[src/rtl/nds_dma_fifo_burst_drain.sv]
// Pop-side DMA drain engine: splits a transfer into bursts and streams FIFO beats.
// Optional abort port enabled by defining NDS_DMA_DRAIN_ABORT_EN.
module nds_dma_fifo_burst_drain #(
   parameter int DATA_WIDTH = 32,
   parameter int MAX_BURST  = 4,
   parameter int CNT_WIDTH  = 16,
   parameter int LEN_WIDTH  = $clog2(MAX_BURST) + 1
) (
   input  logic                  clk,
   input  logic                  reset_n,
   input  logic                  start,
   input  logic [CNT_WIDTH-1:0]  xfer_len,
   output logic                  busy,
   output logic                  done,
   output logic                  fifo_rd,
   input  logic [DATA_WIDTH-1:0] fifo_rd_data,
   input  logic                  fifo_empty,
   input  logic                  fifo_almost_empty,
   output logic                  req,
   output logic [LEN_WIDTH-1:0]  req_len,
   input  logic                  req_ack,
   output logic                  dat_valid,
   output logic [DATA_WIDTH-1:0] dat_data,
   output logic                  dat_last,
   input  logic                  dat_ready
`ifdef NDS_DMA_DRAIN_ABORT_EN
   ,
   input  logic                  abort
`endif
);

   typedef enum logic [1:0] {
      S_IDLE,
      S_WAIT,
      S_REQ,
      S_DATA
   } state_t;

   localparam logic [CNT_WIDTH-1:0] MAXB_C = CNT_WIDTH'(MAX_BURST);
   localparam logic [LEN_WIDTH-1:0] MAXB_L = LEN_WIDTH'(MAX_BURST);
   localparam logic [LEN_WIDTH-1:0] ONE_L  = LEN_WIDTH'(1);

   state_t               state;
   state_t               state_nx;
   logic [CNT_WIDTH-1:0] remaining;
   logic [CNT_WIDTH-1:0] remaining_nx;
   logic [CNT_WIDTH-1:0] rem_sub;
   logic [LEN_WIDTH-1:0] beat_cnt;
   logic [LEN_WIDTH-1:0] beat_cnt_nx;
   logic [LEN_WIDTH-1:0] len_q;
   logic [LEN_WIDTH-1:0] len_nx;
   logic [LEN_WIDTH-1:0] blen;
   logic                 done_q;
   logic                 done_nx;
   logic                 abort_in;
   logic                 abort_pend;
   logic                 abort_pend_nx;
   logic                 hs;

`ifdef NDS_DMA_DRAIN_ABORT_EN
   assign abort_in = abort;
`else
   assign abort_in = 1'b0;
`endif

   // Output decode: beat channel is combinational on FIFO emptiness
   assign busy      = (state != S_IDLE);
   assign req       = (state == S_REQ);
   assign req_len   = len_q;
   assign done      = done_q;
   assign dat_valid = (state == S_DATA) && !fifo_empty;
   assign dat_data  = fifo_rd_data;
   assign dat_last  = dat_valid && (beat_cnt == ONE_L);
   assign fifo_rd   = dat_valid && dat_ready;
   assign hs        = fifo_rd;
   assign rem_sub   = remaining - CNT_WIDTH'(len_q);

   // Burst length: the smaller of what is left and the burst cap
   always_comb begin
      blen = MAXB_L;
      if (remaining < MAXB_C) begin
         blen = remaining[LEN_WIDTH-1:0];
      end
   end

   // State register and transfer bookkeeping
   always_ff @(posedge clk or negedge reset_n) begin
      if (!reset_n) begin
         state      <= S_IDLE;
         remaining  <= '0;
         beat_cnt   <= '0;
         len_q      <= '0;
         done_q     <= 1'b0;
         abort_pend <= 1'b0;
      end else begin
         state      <= state_nx;
         remaining  <= remaining_nx;
         beat_cnt   <= beat_cnt_nx;
         len_q      <= len_nx;
         done_q     <= done_nx;
         abort_pend <= abort_pend_nx;
      end
   end

   // Next-state logic for the IDLE/WAIT/REQ/DATA sequence
   always_comb begin
      state_nx      = state;
      remaining_nx  = remaining;
      beat_cnt_nx   = beat_cnt;
      len_nx        = len_q;
      done_nx       = 1'b0;
      abort_pend_nx = abort_pend;
      unique case (state)
         S_IDLE: begin
            abort_pend_nx = 1'b0;
            if (start) begin
               if (xfer_len != '0) begin
                  remaining_nx = xfer_len;
                  state_nx     = S_WAIT;
               end else begin
                  done_nx = 1'b1;
               end
            end
         end
         S_WAIT: begin
            if (abort_in) begin
               remaining_nx = '0;
               done_nx      = 1'b1;
               state_nx     = S_IDLE;
            end else if (!fifo_empty &&
                         ((blen != MAXB_L) || !fifo_almost_empty)) begin
               len_nx   = blen;
               state_nx = S_REQ;
            end
         end
         S_REQ: begin
            if (req_ack) begin
               beat_cnt_nx   = len_q;
               abort_pend_nx = abort_in;
               state_nx      = S_DATA;
            end else if (abort_in) begin
               remaining_nx = '0;
               done_nx      = 1'b1;
               state_nx     = S_IDLE;
            end
         end
         S_DATA: begin
            if (abort_in) begin
               abort_pend_nx = 1'b1;
            end
            if (hs) begin
               beat_cnt_nx = beat_cnt - ONE_L;
               if (beat_cnt == ONE_L) begin
                  if (rem_sub == '0 || abort_pend || abort_in) begin
                     remaining_nx = '0;
                     done_nx      = 1'b1;
                     state_nx     = S_IDLE;
                  end else begin
                     remaining_nx = rem_sub;
                     state_nx     = S_WAIT;
                  end
               end
            end
         end
         default: begin
            state_nx = S_IDLE;
         end
      endcase
   end

endmodule

[config.mk]
export PLATFORM = sky130hd
export DESIGN_NAME = nds_dma_fifo_burst_drain
export DESIGN_NICKNAME = d
export VERILOG_FILES = /design/src/rtl/nds_dma_fifo_burst_drain.sv
export SDC_FILE = /design/constraint.sdc
export NUM_CORES = 1
export LEC_CHECK = 0
export ABC_AREA = 1
export CORE_ASPECT_RATIO = 1.2
export CORE_UTILIZATION = 45
export DETAILED_ROUTE_END_ITERATION = 8
export DONT_BUFFER_PORTS = 1
export PLACE_DENSITY = 0.67
export SKIP_LAST_GASP = 1
export SLEW_MARGIN = 0
export SYNTH_ARGS = -nofsm -noshare
export SYNTH_HDL_FRONTEND = slang
export SYNTH_SLANG_ARGS = --single-unit
[constraint.sdc]
create_clock -name clk -period 3.26 [get_ports clk]
set_input_delay 0.652 -clock clk [delete_from_list [all_inputs] [get_ports clk]]
set_output_delay 0.652 -clock clk [all_outputs]
set_load 0.02 [all_outputs]
==> results of run 1 <==
## area by class of cell
| type | count | area [um^2] | share of cell area |
|---|---|---|---|
| repair buffers | 2 | 15.01 | 0.007042 |
| clock inverters | 1 | 5.005 | 0.002347 |
| inverters | 43 | 161.4 | 0.07570 |
| well taps | 58 | 72.57 | 0.03404 |
| multi-input cells | 231 | 1211 | 0.5681 |
| flip-flops and latches | 25 | 625.6 | 0.2934 |
| clock buffers | 3 | 41.29 | 0.01937 |
## power by group through the flow
stage               registers, W  clock network [W]  logic, W
floorplan               0.000562                  0   0.00111
CTS                     0.000603           0.000201   0.00129
global placement        0.000607                  0   0.00127
finish                  0.000604           0.000190   0.00129
global route            0.000625           0.000210   0.00148
detailed placement      0.000608                  0   0.00129
## worst max-delay path, delay by kind of cell, from the launching register on
family        cells  cell delay [ns]
simple gates      1             0.55
fa+ha+maj         1             0.21
flops             1             0.43
buf+inv           2             0.26
## cells by family after synthesis
| logic type | Yosys count | share of synthesized area |
|---|---|---|
| XOR/XNOR | 1 | 0.003868 |
| adder cells (fa/ha/maj) | 11 | 0.06409 |
| AO/OA/AOI/OAI | 51 | 0.1381 |
| buffers and inverters | 81 | 0.1890 |
| flip-flops | 25 | 0.2762 |
| AND/OR/NAND/NOR | 168 | 0.3287 |
## synthesized netlist by cell type (all sizes together)
master | instances | area share
nor3 | 4 | 0.0088
inv | 43 | 0.071
dfrtp | 25 | 0.28
nand3 | 19 | 0.044
xnor2 | 1 | 0.0039
a31oi | 2 | 0.0055
nand4 | 6 | 0.023
fa | 1 | 0.0088
ha | 10 | 0.055
or2 | 3 | 0.0083
o211ai | 1 | 0.0033
o21ai | 12 | 0.028
buf | 35 | 0.11
a21oi | 19 | 0.042
o21a | 1 | 0.0033
and2 | 1 | 0.0028
nor2 | 44 | 0.090
a211oi | 1 | 0.0033
nand2 | 91 | 0.15
o2111ai | 1 | 0.0039
a22oi | 13 | 0.043
o22ai | 1 | 0.0055
clkbuf | 3 | 0.0050
## how the worst min path moves through the flow
stage	cells after the start	from	slack, ns	endpoint
after global routing	0	reset_n	0.04	remaining[1]
after CTS	0	reset_n	0.05	remaining[5]
after detailed placement	0	reset_n	0.36	remaining[5]
final	0	reset_n	0.06	remaining[6]
after floorplan	0	reset_n	0.36	beat_cnt[0]
after global placement	0	reset_n	0.36	remaining[5]
## layer usage
layer  vias up  GRT usage  share of wire  wire length (um)
met3         8    0.04429          0.048               253
met1       904     0.2507           0.42              2207
li1        987          -              -                 -
met5         -          0              0                 0
met2        51     0.3939           0.52              2739
met4         0    0.08723          0.018                95
## flip-flops by register name, summed over array words and instances, names as in the netlist
signal and cells:
done 1, state 2, beat_cnt 3, req_len 3, remaining 16
## through the flow
| stage | cells | instance area, um^2 | power [W] | utilization |
|---|---|---|---|---|
| global placement | 359 | 2086 | 0.001872 | 0.4442 |
| floorplan | 337 | 2265 | 0.001668 | - |
| CTS | 363 | 2132 | 0.002097 | 0.4540 |
| finish | 363 | 2132 | 0.002083 | 0.4540 |
| global route | 363 | 2132 | 0.002314 | 0.4540 |
| detailed placement | 359 | 2086 | 0.001898 | 0.4442 |
==> results.md, run 1 <==
* Status: complete, no violations
* Cell area after synthesis at 2265 um^2
* Max VDD drop at 742.5 uV
* Final Hold Violating Endpoints at 0
* Combinational Power Share at 0.619
* Switching portion of total power at 0.5358
* CP Capture Point: dat_last
* Detail Route Antenna Nets at 0
* Final period util at 0.7278
* Postcts setup bufs at 0
* First-pass DRT Iterations at 5
* Share of cells above drive strength 1 at 0.07869
* Root Driver: clkbuf_8
* Iter 0 DRT Violations at 57
* Core area at 4696 um^2
* Internal power at 0.0009669 W
* WL/cell at 14.59 um
* Fin. max-slew vios at 0
* F_max at 421.5 MHz
* Final setup margin at 0.8875 ns
* Min Hold Slack at 0.05935 ns
* Sequential area share after synthesis at 0.2762
* Total global-route track usage at 0.2205
* Total Routed Length at 5296 um
* Final net count at 372
* RR Endpoint: state[0]
* DIE AREA at 5321 um^2
* Crit. End Element: primary output
* Drt via density at 5.372
* First-pass GRT wire length at 8976 um
* Commonest non-fill, non-tap cell in the layout: nand2_1
* # diodes at 0
* Synth warn at 0
* CP Cell Sequence: ha_1 -> inv_2 -> buf_4 -> nor3_1
* CTS-repair resized insts at 0
* Leakage at 1.019 nW
* Worst-margin pin slew at 0.6104 ns
* Worst Hold Class: primary input to async pin
* DP HPWL at 4171 um
* Port Buf Inserts at 0
* Slowest-stage cell, CP: nor3_1
* Maxcap violations at 0
* CTS tree: built
* Worst setup SP type: flop
* RSZ-0062 raised after global routing: false
* Distinct cells, synth at 33
* CTS buffer count at 3
* Gpl congestion at 0.9331
* PD cells at 976.9 nW/um^2
* Worst Path Required at 2.61 ns
* Initial antenna violation count at 0
* Mean Syn Cell Area at 6.720 um^2
* Final setup fails at 0
* R2r startpoint: req_len[0]
* Ports at 96
* H-Tree Depth at 1
* Syn Nets at 403
* Skew final at 0.005116 ns
* Residual DRC at 0
* Vias at 1950
* Worst-path clk slew at 0.09 ns
* Clk sinks at 25
* Critical path origin: state[0]
* Most frequent cells in the layout: 90 x nand2_1, 41 x inv_1, 35 x nor2_1, 25 x dfrtp_1, 19 x a21oi_1
* Fin crit period at 2.373 ns
* Syn-to-layout area delta at -5.857%
* Fin Setup TNS at 0 ns
* Fillers at 502
* Initial Utilization at 0.4823
* Vias in the first global route at 1990
* FP Rows at 27
* Post-place setup slack at 0.9116 ns
* CTS Hold Buffers Added at 0
* Worst stage delay on the critical path at 0.55 ns
* Die Wd at 66.76 um
* Clock group share of total power at 0.091
* Net switching power at 0.001116 W
* Seq pwr share at 0.290
* Skew-Pair Late Insertion Delay at 0.27 ns
* Largest net degree at the start of global routing at 29
* CP Data Arrival Time at 1.72 ns
* CP max FO at 25
* Grt total ovfl at 0
* Kind of critical path: flop to primary output
* CTS Buffer Depth at 2
* Cell count after synthesis at 337
* Die height at 79.71 um
* Reg2Reg Depth at 16
* Reg2Reg Setup Slack at 0.90 ns
* Worst slew margin at 0.5899
* Yosys reg bits at 25
(Power assumes the default switching activity.)
==> run 2: changes to the inputs <==
==> constraint.sdc (replaced) <==
create_clock -name clk -period 2.25 [get_ports clk]
set_input_delay 0.45 -clock clk [delete_from_list [all_inputs] [get_ports clk]]
set_output_delay 0.45 -clock clk [all_outputs]
set_load 0.02 [all_outputs]
==> run 2 against run 1 <==
Against the previous run: core utilization grew 2.9 points; largest power group unchanged; total power grew 57%; hold slack gained 0.26 ns; combinational power grew 65%; non-clock buffer count grew 10; via count grew 4.6%; sequential share of layout area shrank 1.8 points; worst setup slack lost 0.73 ns; sequential power grew 40%; first-iteration DRC count grew 110%; flip-flop and latch count is the same.
==> results.md, run 2 (synthesized netlist as in run 1, its figures left out) <==
* Status: complete, no violations (unchanged)
* Largest register FFs at 16 (unchanged)
* DP HPWL at 4030 um (was 4171 um)
* Post-place setup slack at 0.1113 ns (was 0.9116 ns)
* CTS tree: built (unchanged)
* Final period util at 0.9314
* WP buf/inv at 3 (was 2)
* First-pass GRT wire length at 8521 um (was 8976 um)
* Detail Route Antenna Nets at 0 (unchanged)
* CTS Buffer Depth at 2 (unchanged)
* Internal power at 0.001496 W (was 0.0009669 W)
* Residual DRC at 0 (unchanged)
* Fin. max-slew vios at 0 (unchanged)
* Kind of critical path: flop to flop (was flop to primary output)
* Delay-heaviest family, CP: simple AND/OR/NAND/NOR gates (unchanged)
* Commonest non-fill, non-tap cell in the layout: nand2_1 (unchanged)
* H-Tree Depth at 1 (unchanged)
* Die height at 79.71 um (unchanged)
* WL/cell at 14.81 um (was 14.59 um)
* Final setup fails at 0 (unchanged)
* Fin crit period at 2.096 ns
* CTS buffer count at 3 (unchanged)
* Final net count at 384 (was 372)
* Most crowded layer after global routing: met2 (unchanged)
* Final Hold Violating Endpoints at 0 (unchanged)
* Initial antenna violation count at 0 (unchanged)
* RR Endpoint: state[0] (unchanged)
* Slowest-stage cell, CP: dfrtp_1 (was nor3_1)
* Iter 0 DRT Violations at 121 (was 57)
* Port Buf Inserts at 0 (unchanged)
* Clock group share of total power at 0.087 (was 0.091)
* First-pass DRT Iterations at 4 (was 5)
* Leakage at 1.076 nW (was 1.019 nW)
* GR Util met3 at 0.03143 (was 0.04429)
* Fin Setup TNS at 0 ns (unchanged)
* Min Hold Slack at 0.3208 ns (was 0.05935 ns)
* Reg2Reg Depth at 18 (was 16)
* Combinational Power Share at 0.654 (was 0.619)
* Crit. End Element: flop (was primary output)
* Worst-margin pin slew at 0.3622 ns (was 0.6104 ns)
* Final core occ at 0.4833 (was 0.4540)
* F_max at 477.2 MHz
* Vias at 2040 (was 1950)
* Worst-path clk slew at 0.09 ns (about the same)
* Max VDD drop at 838.6 uV (was 742.5 uV)
* Worst Hold Class: primary input to flop (was primary input to async pin)
* CP Cell Sequence: inv_1 -> ha_2 -> fa_2 -> inv_1 -> nand2_1 -> nand2_2 -> inv_2 -> nand2_1 -> nand2_1 -> nand2_1 -> nor2_1 -> nand2_1 -> nor2_1 -> nand2_1 -> nand2_1 -> nand2_1 -> nand2_1 -> nand2_1 (was ha_1 -> inv_2 -> buf_4 -> nor3_1)
* Total Routed Length at 5553 um (was 5296 um)
* Reg2Reg Setup Slack at 0.15 ns (was 0.90 ns)
* Initial Utilization at 0.4823 (unchanged)
* Maxcap violations at 0 (unchanged)
* Share of cells above drive strength 1 at 0.1262 (was 0.07869)
* Worst stage delay on the critical path at 0.38 ns (was 0.55 ns)
* R2r startpoint: remaining[0] (was req_len[0])
* Worst Path Required at 2.42 ns (was 2.61 ns)
* Levels on crit path at 18 (was 4)
* Final setup margin at 0.1543 ns (was 0.8875 ns)
* Critical path origin: remaining[0] (was state[0])
* Core area at 4696 um^2 (unchanged)
* DIE AREA at 5321 um^2 (unchanged)
* FP Rows at 27 (unchanged)
* Vias in the first global route at 1892 (was 1990)
* Clk sinks at 25 (unchanged)
* CP most frequent cell: nand2_1
* Drt via density at 5.440 (was 5.372)
* Root Driver: clkbuf_8 (unchanged)
* Tot Pwr at 0.003263 W (was 0.002083 W)
* Grt total ovfl at 0 (unchanged)
* Most flop-heavy register: remaining (unchanged)
* Worst setup SP type: flop (unchanged)
* Global Route met2 Usage at 0.3697 (was 0.3939)
* Switching portion of total power at 0.5416 (was 0.5358)
* Largest net degree at the start of global routing at 29 (unchanged)
* Die Wd at 66.76 um (unchanged)
* PD cells at 1438 nW/um^2 (was 976.9 nW/um^2)
* Most frequent cells in the layout: 88 x nand2_1, 40 x inv_1, 35 x nor2_1, 25 x dfrtp_1, 19 x a21oi_1 (was 90 x nand2_1, 41 x inv_1, 35 x nor2_1, 25 x dfrtp_1, 19 x a21oi_1)
* Ports at 96 (unchanged)
* Hold path startpoint: xfer_len[7]
* Worst slew margin at 0.7578 (was 0.5899)
* Skew final at 0.003884 ns (was 0.005116 ns)
* CP Data Arrival Time at 2.27 ns (was 1.72 ns)
* Syn-to-layout area delta at 0.2211% (was -5.857%)
* Net switching power at 0.001767 W (was 0.001116 W)
* GR Util met1 at 0.2583 (was 0.2507)
* Total global-route track usage at 0.2109 (was 0.2205)
* CP Capture Point: state[0] (was dat_last)
* Skew-Pair Late Insertion Delay at 0.28 ns (was 0.27 ns)
* CP max FO at 4 (was 25)
* Seq pwr share at 0.259 (was 0.290)
* # diodes at 0 (unchanged)
* Gpl congestion at 0.9103 (was 0.9331)
## run 2: routing by layer
metal,up-vias,part of all wire,wire length (um)
met5,-,0,0
met4,0,0.020,112
met3,10,0.060,332
met2,70,0.50,2767
met1,942,0.42,2340
li1,1018,-,-
## run 2: power groups by stage
stage	Sequential, W	Combinational, W	Clock [W]
floorplan	0.000815	0.00160	0
global placement	0.000849	0.00188	0
detailed placement	0.000855	0.00190	0
CTS	0.000845	0.00193	0.000286
global route	0.000869	0.00242	0.000305
finish	0.000846	0.00213	0.000284
## run 2: worst min-delay path by stage
stage,to,slack (ns),depth (start not counted)
CTS,remaining[7],0.32,2
global route,remaining[7],0.32,2
floorplan,beat_cnt[0],0.15,0
global placement,remaining[5],0.16,0
detailed placement,remaining[5],0.16,0
finish,remaining[7],0.32,2
## run 2: final cells by class
class                           count  area (um^2)
Clock buffer                        4        45.04
Fill cell                         482         2426
Inverter                           43        161.4
Multi-Input combinational cell    233         1260
Sequential cell                    25        625.6
Tap cell                           58        72.57
Timing Repair Buffer               12        105.1
## run 2: metrics by stage
step,area [um^2],cells
6_report,2270,375
5_1_grt,2270,375
4_1_cts,2206,371
3_5_place_dp,2131,365
2_1_floorplan,2265,337
3_3_place_gp,2131,365
## run 2: repair_timing
item                                    CTS  global route
endpoints found under the hold margin    25             0
gates resized for setup                   0             7
endpoints found under the setup margin    0            18
hold buffers                              2             0
setup buffers                             0             2
==> run 3: changes to the inputs <==
--- a/config.mk
+++ b/config.mk
@@ -10,7 +10,8 @@
 export CORE_UTILIZATION = 45
 export DETAILED_ROUTE_END_ITERATION = 8
 export DONT_BUFFER_PORTS = 1
-export PLACE_DENSITY = 0.67
+export PLACE_DENSITY = 0.69
+export RECOVER_POWER = 100
 export SKIP_LAST_GASP = 1
 export SLEW_MARGIN = 0
 export SYNTH_ARGS = -nofsm -noshare
==> constraint.sdc (replaced) <==
create_clock -name clk -period 1.9 [get_ports clk]
set_input_delay 0.38 -clock clk [delete_from_list [all_inputs] [get_ports clk]]
set_output_delay 0.38 -clock clk [all_outputs]
set_load 0.02 [all_outputs]
==> run 3 against run 2 <==
Against the previous run: the run now ends with negative setup slack left; worst setup slack got worse by 0.27 ns; first-iteration DRC count shrank 37%; non-clock buffer count grew 24.
==> results.md, run 3 (synthesized netlist as in run 1, its figures left out) <==
* F_max at 497.1 MHz (was 477.2 MHz)
* Seq pwr share at 0.229 (was 0.259)
* Worst setup SP type: flop (unchanged)
* Skew final at 0.004664 ns (was 0.003884 ns)
* Syn-to-layout area delta at 11.49% (was 0.2211%)
* Initial Utilization at 0.4823 (unchanged)
* CP max FO at 2 (was 4)
* First-pass DRT Iterations at 4 (unchanged)
* WP buf/inv at 1 (was 3)
* Detail Route Antenna Nets at 0 (unchanged)
* Levels on crit path at 14 (was 18)
* Reg2Reg Depth at 14 (was 18)
* First-pass GRT wire length at 9335 um (was 8521 um)
* Total Routed Length at 5726 um (was 5553 um)
* Failing checks: negative setup slack
* Leakage at 1.179 nW (was 1.076 nW)
* Worst slew margin at 0.5448 (was 0.7578)
* CP Cell Sequence: ha_4 -> fa_2 -> buf_4 -> xnor2_1 -> nor2_1 -> nand2_1 -> nor2_1 -> nand2_1 -> nor2_1 -> nand2_1 -> nand2_1 -> nand2_1 -> nand2_1 -> nand2_1 (was inv_1 -> ha_2 -> fa_2 -> inv_1 -> nand2_1 -> nand2_2 -> inv_2 -> nand2_1 -> nand2_1 -> nand2_1 -> nor2_1 -> nand2_1 -> nor2_1 -> nand2_1 -> nand2_1 -> nand2_1 -> nand2_1 -> nand2_1)
* CTS buffer count at 3 (unchanged)
* Hold EP: done (was remaining[7])
* Core area at 4696 um^2 (unchanged)
* Initial antenna violation count at 0 (unchanged)
* CP most frequent cell: nand2_1 (unchanged)
* Min Hold Slack at 0.2443 ns (was 0.3208 ns)
* RSZ-0062 raised after global routing: true
* Skew-Pair Late Insertion Delay at 0.28 ns (about the same)
* H-Tree Depth at 1 (unchanged)
* Total global-route track usage at 0.2278 (was 0.2109)
* Ports at 96 (unchanged)
* Die height at 79.71 um (unchanged)
* Final Hold Violating Endpoints at 0 (unchanged)
* Switching portion of total power at 0.4978 (was 0.5416)
* Internal power at 0.002212 W (was 0.001496 W)
* Vias at 2136 (was 2040)
* Kind of critical path: flop to flop (unchanged)
* Combinational Power Share at 0.693 (was 0.654)
* Drt via density at 5.380 (was 5.440)
* Most flop-heavy register: remaining (unchanged)
* CTS Buffer Depth at 2 (unchanged)
* CTS tree: built (unchanged)
* R2r startpoint: req_len[0] (was remaining[0])
* Hold Path Stages at 2 (unchanged)
* Clock group share of total power at 0.078 (was 0.087)
* Fin. max-slew vios at 0 (unchanged)
* Worst Hold Class: primary input to flop (unchanged)
* Final setup fails at 2 (was 0)
* Net switching power at 0.002192 W (was 0.001767 W)
* Vias in the first global route at 2108 (was 1892)
* Status: complete, but fails checks (was complete, no violations)
* Largest register FFs at 16 (unchanged)
* Residual DRC at 0 (unchanged)
* Clk sinks at 25 (unchanged)
* Worst-margin pin slew at 0.6828 ns (was 0.3622 ns)
* Port Buf Inserts at 0 (unchanged)
* Post-place setup slack at -0.1453 ns (was 0.1113 ns)
* Final period util at 1.059 (was 0.9314)
* Largest net degree at the start of global routing at 26 (was 29)
* Most frequent cells in the layout: 82 x nand2_1, 38 x inv_1, 35 x nor2_1, 26 x buf_4, 23 x dfrtp_1 (was 88 x nand2_1, 40 x inv_1, 35 x nor2_1, 25 x dfrtp_1, 19 x a21oi_1)
* Grt total ovfl at 0 (unchanged)
* DP HPWL at 4321 um (was 4030 um)
* RR Endpoint: state[0] (unchanged)
* Iter 0 DRT Violations at 76 (was 121)
* FP Rows at 27 (unchanged)
* Worst-path clk slew at 0.10 ns (was 0.09 ns)
* Gpl congestion at 0.9317 (was 0.9103)
* Slowest-stage cell, CP: dfrtp_2 (was dfrtp_1)
* Max VDD drop at 1198 uV (was 838.6 uV)
* Tot Pwr at 0.004404 W (was 0.003263 W)
* Crit. End Element: flop (unchanged)
* Worst stage delay on the critical path at 0.43 ns (was 0.38 ns)
* DIE AREA at 5321 um^2 (unchanged)
* Fin crit period at 2.012 ns (was 2.096 ns)
* Die Wd at 66.76 um (unchanged)
* Delay-heaviest family, CP: simple AND/OR/NAND/NOR gates (unchanged)
* Final net count at 406 (was 384)
* Root Driver: clkbuf_8 (unchanged)
* Worst Path Required at 2.08 ns (was 2.42 ns)
* CP Data Arrival Time at 2.19 ns (was 2.27 ns)
* Commonest non-fill, non-tap cell in the layout: nand2_1 (unchanged)
* PD cells at 1744 nW/um^2 (was 1438 nW/um^2)
* Maxcap violations at 0 (unchanged)
* WL/cell at 14.42 um (was 14.81 um)
* Reg2Reg Setup Slack at -0.11 ns (was 0.15 ns)
* Final setup margin at -0.1117 ns (was 0.1543 ns)
* # diodes at 0 (unchanged)
* Share of cells above drive strength 1 at 0.2419 (was 0.1262)
* Hold path startpoint: start (was xfer_len[7])
-- run 3: cell count changes in the layout (fill, tap and decap cells not counted), sizes merged --
| cell | previous run | this run |
|---|---|---|
| buf | 11 | 31 |
| nand4 | 8 | 6 |
| clkinv | 0 | 1 |
| clkbuf | 4 | 7 |
-- run 3: final cells by class --
cell class | instances | area [um^2]
well taps | 58 | 72.57
repair buffers | 36 | 286.5
fillers | 449 | 2171
inverters | 43 | 161.4
clock inverters | 1 | 5.005
clock buffers | 3 | 41.29
flip-flops and latches | 25 | 628.1
multi-input cells | 231 | 1330
-- run 3: worst max-delay path by stage --
stage	slack, ns	end	from
after floorplan	-0.04	state[0]	req_len[0]
after global placement	-0.11	state[0]	req_len[0]
after detailed placement	-0.15	state[0]	req_len[0]
after CTS	-0.12	state[0]	req_len[0]
after global routing	-0.30	state[0]	req_len[0]
final	-0.11	state[0]	req_len[0]
-- run 3: repair_timing --
| item | 4_1_cts | 5_1_grt |
|---|---|---|
| gates resized for setup | 5 | 23 |
| hold buffers | 2 | 0 |
| endpoints found under the setup margin | 3 | 15 |
| endpoints found under the hold margin | 25 | 0 |
| pin swaps | 2 | 4 |
| buffers inserted | 1 | 2 |
-- run 3: power groups by stage --
stage	sequential [W]	clock [W]	combinational, W
6_report	0.00101	0.000343	0.00305
3_3_place_gp	0.00101	0	0.00272
2_1_floorplan	0.000966	0	0.00193
3_5_place_dp	0.00100	0	0.00276
4_1_cts	0.000992	0.000356	0.00285
5_1_grt	0.00104	0.000362	0.00342
-- run 3: stage by stage --
step                      cell area, um^2    util  setup TNS [ns]  std cells
after floorplan                      2297       -        -0.04418        337
after global placement               2349  0.5001         -0.1602        388
after detailed placement             2349  0.5001         -0.2105        388
after CTS                            2454  0.5225         -0.1838        395
after global routing                 2525  0.5377          -1.318        397
final                                2525  0.5377         -0.1771        397
-- run 3: layer usage --
metal,part of all wire,GRT usage,routed length (um)
met5,0,0,0
met4,0.026,0.09362,148
met3,0.056,0.04143,319
met2,0.49,0.3848,2821
met1,0.43,0.2796,2436
